**config.mk**
```make
export PLATFORM = sky130hd
export DESIGN_NAME = scan_decoder
export DESIGN_NICKNAME = d
export VERILOG_FILES = /design/src/rtl/scan_decoder_pkg.sv /design/src/rtl/scan_decoder_dwell_counter.sv /design/src/rtl/scan_decoder.sv
export SDC_FILE = /design/constraint.sdc
export NUM_CORES = 1
export LEC_CHECK = 0
export ABC_AREA = 1
export CORE_MARGIN = 1.5
export CORE_UTILIZATION = 25
export CTS_BUF_LIST = sky130_fd_sc_hd__clkbuf_4
export CTS_CLUSTER_DIAMETER = 40
export CTS_CLUSTER_SIZE = 24
export DETAILED_ROUTE_END_ITERATION = 10
export MAX_ROUTING_LAYER = met4
export PLACE_DENSITY_LB_ADDON = 0.08
export SYNTH_ARGS = -nofsm -noshare
export SYNTH_HDL_FRONTEND = slang
export SYNTH_SLANG_ARGS = --single-unit
```
**constraint.sdc**
```tcl
create_clock -name clk -period 1.5 [get_ports clk]
set_input_delay 0.15 -clock clk [delete_from_list [all_inputs] [get_ports clk]]
set_output_delay 0.15 -clock clk [all_outputs]
set_load 0.005 [all_outputs]
```
**src/rtl/scan_decoder_pkg.sv**
```systemverilog
// ---------------------------------------------------------------------------
// scan_decoder_pkg
//   Shared definitions for the scan_decoder block.
//   - mode_e      : internal mode register encoding (MODE_DIRECT / MODE_SCAN)
//   - num_outputs : number of one-hot outputs for a given select width
// ---------------------------------------------------------------------------
package scan_decoder_pkg;

   typedef enum logic {
      MODE_DIRECT = 1'b0,
      MODE_SCAN   = 1'b1
   } mode_e;

   // N = 2^SEL_W
   function automatic int num_outputs(input int sel_w);
      return 1 << sel_w;
   endfunction

endpackage

```
**src/rtl/scan_decoder_dwell_counter.sv**
```systemverilog
// ---------------------------------------------------------------------------
// dwell_counter
//   Modulo-DWELL counter used to time how long each scan output stays active.
//   Counts 0..DWELL-1 while en=1, returning to 0 after the terminal count.
//   clr has priority over en and forces the count to 0.
//
//   Ports:
//     clk   in   system clock, rising edge
//     reset in   asynchronous active-high reset (count -> 0)
//     en    in   advance the count this cycle
//     clr   in   synchronous clear to 0
//     tc    out  terminal count: current count equals DWELL-1
// ---------------------------------------------------------------------------
module dwell_counter
   import scan_decoder_pkg::*;
#(
   parameter int unsigned DWELL = 4,
   localparam int unsigned CW   = $clog2(DWELL + 1)
) (
   input  logic clk,
   input  logic reset,
   input  logic en,
   input  logic clr,
   output logic tc
);

   localparam logic [CW-1:0] LAST = CW'(DWELL - 1);

   logic [CW-1:0] cnt_q;
   logic [CW-1:0] cnt_d;

   assign tc = (cnt_q == LAST);

   always_comb begin
      cnt_d = cnt_q;
      if (clr) begin
         cnt_d = '0;
      end else if (en) begin
         cnt_d = tc ? '0 : cnt_q + CW'(1);
      end
   end

   always_ff @(posedge clk or posedge reset) begin
      if (reset) begin
         cnt_q <= '0;
      end else begin
         cnt_q <= cnt_d;
      end
   end

endmodule

```
**src/rtl/scan_decoder.sv**
```systemverilog
// ---------------------------------------------------------------------------
// scan_decoder
//   Registered SEL_W-to-2^SEL_W one-hot decoder with enable and two modes:
//     direct : decodes a select value captured on load
//     scan   : steps through every output, holding each for DWELL cycles
//
//   Ports:
//     clk     in   system clock, rising edge
//     reset   in   asynchronous active-high reset
//     en      in   global enable; 0 blanks d and freezes index/count/mode
//     mode    in   0 = direct, 1 = scan
//     dir     in   (SCAN_REVERSE_EN only) 1 = scan descending
//     load    in   direct mode: capture sel this cycle
//     sel     in   direct-mode select value
//     d       out  registered one-hot outputs
//     cur_sel out  index currently driven in d
//     wrap    out  one-cycle pulse when the scan index wraps around
//
//   Build option: define SCAN_REVERSE_EN to add the dir port and
//   descending scan support.
// ---------------------------------------------------------------------------
module scan_decoder
   import scan_decoder_pkg::*;
#(
   parameter int unsigned SEL_W = 3,
   parameter int unsigned DWELL = 4,
   localparam int unsigned N    = num_outputs(SEL_W)
) (
   input  logic             clk,
   input  logic             reset,
   input  logic             en,
   input  logic             mode,
`ifdef SCAN_REVERSE_EN
   input  logic             dir,
`endif
   input  logic             load,
   input  logic [SEL_W-1:0] sel,
   output logic [N-1:0]     d,
   output logic [SEL_W-1:0] cur_sel,
   output logic             wrap
);

   mode_e            mode_q, mode_d;
   logic [SEL_W-1:0] idx_q, idx_d;
   logic [N-1:0]     d_q, d_d;
   logic             wrap_q, wrap_d;

   mode_e            mode_req;
   logic             mode_chg;
   logic             scan_run;
   logic             cnt_clr;
   logic             dwell_tc;
   logic             step_dn;

   assign mode_req = mode ? MODE_SCAN : MODE_DIRECT;

   // A mode change is only taken while enabled, and it owns the edge:
   // load and dwell advance are both suppressed on that cycle.
   assign mode_chg = en && (mode_req != mode_q);
   assign scan_run = en && (mode_q == MODE_SCAN) && !mode_chg;
   assign cnt_clr  = mode_chg && (mode_req == MODE_SCAN);

`ifdef SCAN_REVERSE_EN
   // Sampled only on the advance edge, so a mid-dwell change waits for it.
   assign step_dn = dir;
`else
   assign step_dn = 1'b0;
`endif

   dwell_counter #(
      .DWELL (DWELL)
   ) u_dwell (
      .clk   (clk),
      .reset (reset),
      .en    (scan_run),
      .clr   (cnt_clr),
      .tc    (dwell_tc)
   );

   always_comb begin
      mode_d = mode_q;
      idx_d  = idx_q;
      wrap_d = 1'b0;
      d_d    = '0;

      if (en) begin
         if (mode_chg) begin
            mode_d = mode_req;
            // Entering scan restarts at index 0; leaving scan keeps the index.
            if (mode_req == MODE_SCAN) begin
               idx_d = '0;
            end
         end else if (mode_q == MODE_DIRECT) begin
            if (load) begin
               idx_d = sel;
            end
         end else if (dwell_tc) begin
            if (step_dn) begin
               idx_d  = idx_q - SEL_W'(1);
               wrap_d = (idx_q == '0);
            end else begin
               idx_d  = idx_q + SEL_W'(1);
               wrap_d = (idx_q == '1);
            end
         end
         d_d[idx_d] = 1'b1;
      end
   end

   always_ff @(posedge clk or posedge reset) begin
      if (reset) begin
         mode_q <= MODE_DIRECT;
         idx_q  <= '0;
         d_q    <= '0;
         wrap_q <= 1'b0;
      end else begin
         mode_q <= mode_d;
         idx_q  <= idx_d;
         d_q    <= d_d;
         wrap_q <= wrap_d;
      end
   end

   assign d       = d_q;
   assign cur_sel = idx_q;
   assign wrap    = wrap_q;

endmodule

```
## After elaboration in Yosys (flattened, before gate mapping)

Cells that the tools add are included.

- Add/subtract/negate cells: 2
- Magnitude comparators: 2
- Equality and inequality tests: 3
- Mux-type cells: 17
- Reductions and logical operators: 8

Operator list:

| kind | number |
|---|---|
| 3-bit 2-to-1 mux | 9 |
| 8-bit 2-to-1 mux | 1 |
| 3-bit by 1-bit adder with 3-bit output (second input constant) | 2 |
| 1-bit 2-to-1 mux | 6 |
| 1-bit logical AND | 5 |
| 3-bit by 4-bit less-than comparator with 1-bit output (second input constant) | 1 |
| 1-bit demux with 3-bit select | 1 |
| 3-bit by 2-bit == test with 1-bit output (second input constant) | 1 |
| 3-bit == test (second input constant) | 1 |
| 3-bit by 1-bit greater-or-equal comparator with 1-bit output (second input constant) | 1 |
| 2-bit AND reduction | 1 |
| 2-bit nonzero test | 1 |
| 1-bit zero test | 1 |
| 1-bit inequality test | 1 |

- Register bits after elaboration: 16
- Input bits: 8
- Output and inout bits: 12

## Longest topological paths before layout

- Word-level depth: 10
- Depth in mapped cells: 10
- Depth with buffers taken out: 10

## Modules after synthesis

A second synthesis with hierarchy kept.

- Cells, all modules: 108
- Area, all modules: 842.1 sq um

By module, submodules not included:

| module | instances | cells an instance | area an instance (sq um) | seq. area each (sq um) |
|---|---|---|---|---|
| scan_decoder | 1 | 87 | 685.7 | 325.3 |
| dwell_counter | 1 | 21 | 156.4 | 75.1 |

## Worst setup path before layout

Ideal clock, no wire load.

- Path type: register to register
- Start point: register idx_q[1], in the netlist cur_sel[1]
- End point: register d_q[4], in the netlist d[4]
- Library setup time: 0.121 ns
- Arrival time: 1.343 ns
- Required time: 1.379 ns
- Slack: 0.036 ns
- Stages on the path, launching flop included: 11
- Path buffers: 0
- Path through: dfrtp_1 ha_1 ha_1 inv_1 nand3_1 nand2_1 nand2_1 nand2_1 nand2_2 nand2_1 nor2_1

- Word-level cells in the longest chain between the ends: 10
- Elaborated cells between the ends (all ways): 13
- Classes of those cells: add/sub (1); order compare (2); mux (9); reduce/logical (1)

RTL lines:

| item | line | source |
|---|---|---|
| from (decl) | scan_decoder.sv:44 | `logic [SEL_W-1:0] idx_q, idx_d;` |
| from (signal assigned) | scan_decoder.sv:118 | `idx_q <= idx_d;` |
| 3-bit by 1-bit adder with 3-bit output | scan_decoder.sv:102 | `idx_d = idx_q + SEL_W'(1);` |
| 3-bit 2-to-1 mux | scan_decoder.sv:97 | `end else if (dwell_tc) begin` |
| 3-bit 2-to-1 mux | scan_decoder.sv:93 | `end else if (mode_q == MODE_DIRECT) begin` |
| 3-bit 2-to-1 mux * | scan_decoder.sv:87 | `if (mode_chg) begin` |
| 3-bit 2-to-1 mux * | scan_decoder.sv:86 | `if (en) begin` |
| 3-bit by 4-bit less-than comparator with 1-bit output (not written as such) or 3-bit by 1-bit greater-or-equal comparator with 1-bit output (tied branches) | scan_decoder.sv:106 | `d_d[idx_d] = 1'b1;` |
| 1-bit logical AND (not written as such) | scan_decoder.sv:106 |  |
| 1-bit 2-to-1 mux (not written as such) | scan_decoder.sv:106 |  |
| 1-bit demux with 3-bit select * | scan_decoder.sv:106 |  |
| 8-bit 2-to-1 mux * | scan_decoder.sv:86 |  |
| via d_d[4] | scan_decoder.sv:45 | `logic [N-1:0] d_q, d_d;` |
| to (signal assigned) | scan_decoder.sv:114 | `d_q <= '0;` |
| to (signal assigned) | scan_decoder.sv:119 | `d_q <= d_d;` |
| to (decl) | scan_decoder.sv:45 |  |

The timed path passes the listed nets; every way through them passes the cells marked *. The select of a mux whose other input is x is not followed.
A chain may end at the register's enable or synchronous reset.

## Worst setup path in the final report

- Start point: register idx_q[1], in the netlist cur_sel[1]
- End point: output cur_sel[1]

RTL lines:

| item | line | source |
|---|---|---|
| to (decl) | scan_decoder.sv:39 | `output logic [SEL_W-1:0] cur_sel,` |

No word-level cell between the ends.

==> flow_summary_export.csv <==
group,metric,value,unit
pwr,p_leak,0.639,nW
run_status,status,"finished clean",
route,drtPass1Iterations,3,
synthesis,syn_area,892,um2
clocking,numCtsBuffers,3,
run,maxCapViolCount,0,
critical_path,endpoint_kind,"output pin",
final_layout,area_delta_synth_final,41.8,%
placement,place_congestion,0.825,
floorplan,rows,21,
clocking,clk_pin_slew,0.09,ns
global_route,grt_max_degree,17,
route,num_vias,816,
sta,maxSlewViolCount,0,
critical_path,critPathLaunchType,"flip-flop",
floorplan,start_util,26.3,%
synthesis,ys_seq_area_share,44.9,%
final_layout,fin_nets,165,
synthesis,synth_xor_area_share,0,%
synthesis,synthTopCellsByCount,"nand2_1 (42), dfrtp_1 (16), nor2_1 (16)",
route,ant_nets,0,
clocking,root_buffer,"clkbuf_4",
sta,final-hold-violation-count,0,
sta,whs,0.159,ns
critical_path,critical_path_class,"flip-flop to output pin",
placement,io_buffer_count,19,
route,first_iter_violations,12,
critical_path,r2r-start,"cur_sel[1]$_DFFE_PP0P_",
sta,period_minus_slack,1.46,ns
worst_hold_path,min_path_type,"primary input to asynchronous set/reset pin",
synthesis,synth_area_per_cell,7.31,um2
final_layout,fill_cells,348,
route,wl,2160,um
synthesis,yosysTopAreaCell,"dfrtp_1",
critical_path,worstPathRequired,1.35,ns
clocking,cts-htree-levels,1,
synthesis,synth_mux_area_share,0,%
final_layout,diodes,0,
synthesis,synthCells,122,
sta,slew_headroom,86.1,%
final_layout,seq_area,402,um2
floorplan,die_w,62.7,um
final_layout,drive_above_1_share,19.7,%
clocking,clk_path_buf_depth,2,
clocking,clock_sinks,16,
final_layout,fin_area,1260,um2
route,viasPerCell,4.12,
floorplan,ios,20,
global_route,grt_usage,13.1,%
route,wl_per_cell,10.9,um
critical_path,critPathMaxStageDelay,0.50,ns
synthesis,synth_top_area_share,44.9,%
synthesis,synth_adder_area_share,4.21,%
final_layout,multi_input_area,459,um2
pwr,p_total,0.00115,W
critical_path,critPathSlowestCell,"clkdlybuf4s50_1",
floorplan,dieArea,3940,um2
critical_path,rr_endpoint,"d[0]$_DFF_PP0_",
clocking,insertion_delay,0.29,ns
final_layout,final_util,37.3,%
floorplan,die_h,62.7,um
sta,fin_crit_sh,97.1,%
sta,clock_skew,0.000882,ns
synthesis,yosysUniqueCellTypes,13,
placement,dp_hpwl,1650,um
pwr,p_per_area,906,nW/um2
critical_path,cp_max_fo,6,
synthesis,synth_compound_area_share,4.21,%
global_route,grt_pass1_vias,834,
critical_path,ff2ff_path_depth,9,
global_route,grt_pass1_wl,3880,um
placement,placed_cell_area,1190,um2
synthesis,synth.ff_latch_count,16,
synthesis,syn_nets,133,
sta,setup_slack,0.0433,ns
critical_path,r2r_setup_slack,0.07,ns
placement,dp_slack,-0.0375,ns
clocking,cts_tree,"yes",
sta,setup_viol,0,
floorplan,coreArea,3390,um2
synthesis,synth_area_leaders,"dfrtp_1 (45%), nand2_1 (18%), nand3_1 (7.9%), nor2_1 (6.7%), inv_1 (6.3%)",
synthesis,yosys.area_share.simple,38.3,%
critical_path,worstPathArrival,1.31,ns
global_route,grt_overflow,0,
synthesis,synth_top_family_by_area,"simple AND/OR/NAND/NOR gates",
route,post-route-drc-count,0,
synthesis,synth_edf_count,0,
pwr,ir_drop,0.000232,V
synthesis,yosys_warnings,0,
synthesis,ys.flop_type,"dfrtp_1",
sta,tightest_slew,0.209,ns
clocking,hold_buffers,0,
global_route,antenna_found_initial,0,
sta,clock.fmax,686,MHz
synthesis,synth.most_common_cell,"nand2_1",
synthesis,ys_async_sr_fraction,100,%
sta,rsz0062_at_grt,"yes",
critical_path,worstPathCellList,"buf_4 > clkdlybuf4s50_1",
layout make-up:
cell class,instances,share of cell area (%)
inverters,15,4.45
repair buffers,29,21.2
clock buffers,3,1.78
multi-input cells,89,36.3
well taps,46,4.55
flip-flops and latches,16,31.8
cells by family (layout without fill, tap and decap cells):
logic type	Yosys count	count (layout)
compound gates	7	7
fa+ha+maj	3	3
buf+inv	17	47
flops	16	16
simple gates	79	79
critical path: cells and delay by family, from the launching register on:
family   cells  cell delay [ns]
flops        1             0.37
buf+inv      2             0.65
where the power goes:
group          switching, W  internal (W)  total [W]
logic              0.000218      0.000194   0.000412
registers         0.0000293      0.000473   0.000502
clock network      0.000138     0.0000936   0.000232
sequential cells by signal, summed over array words and instances (netlist names):
name	flops
u_dwell.cnt_q	3
cur_sel	3
d	8
wrap	1
mode_q	1
routing by layer:
layer / vias to the layer above / part of all wire, % / global-route usage (%)
met5: - / 0 / -
met4: 0 / 2.6 / 7.50
met3: 5 / 2.8 / 1.80
met2: 19 / 47 / 20.8
met1: 358 / 48 / 15.9
li1: 434 / - / -
metrics by stage:
stage	TNS, ns	std cells
2_1_floorplan	0	122
3_3_place_gp	-0.0908	194
3_5_place_dp	-0.164	194
4_1_cts	-0.00327	197
5_1_grt	-0.274	198
6_report	0	198
what timing repair did:
action / 4_1_cts / 5_1_grt
endpoints found under the hold margin: 0 / 0
gates resized for setup: 2 / 10
pin swaps: 1 / 7
setup buffers: 0 / 1
endpoints found under the setup margin: 5 / 12
cell usage in the layout (no fill, tap or decap), drive strengths merged:
cell type and n:
nand3 14, clkbuf 3, nand2 47, ha 3
o31ai 1, dlymetal6s2s 1, nor2 18, clkdlybuf4s50 18
o21ai 5, inv 15, dfrtp 16, a21oi 1
buf 10
worst max path at each step:
stage | from | slack, ns | end | cells past startpoint
after floorplan | cur_sel[1]$_DFFE_PP0P_ | 0.04 | d[4]$_DFF_PP0_ | 10
after global placement | mode | -0.02 | cur_sel[0]$_DFFE_PP0P_ | 9
after detailed placement | mode | -0.04 | cur_sel[0]$_DFFE_PP0P_ | 9
after CTS | cur_sel[0]$_DFFE_PP0P_ | -0.002 | d[6]$_DFF_PP0_ | 10
after global routing | cur_sel[1]$_DFFE_PP0P_ | -0.06 | d[6]$_DFF_PP0_ | 10
final | cur_sel[1]$_DFFE_PP0P_ | 0.04 | cur_sel[1] | 2
Power figures use the tool's default switching activity.
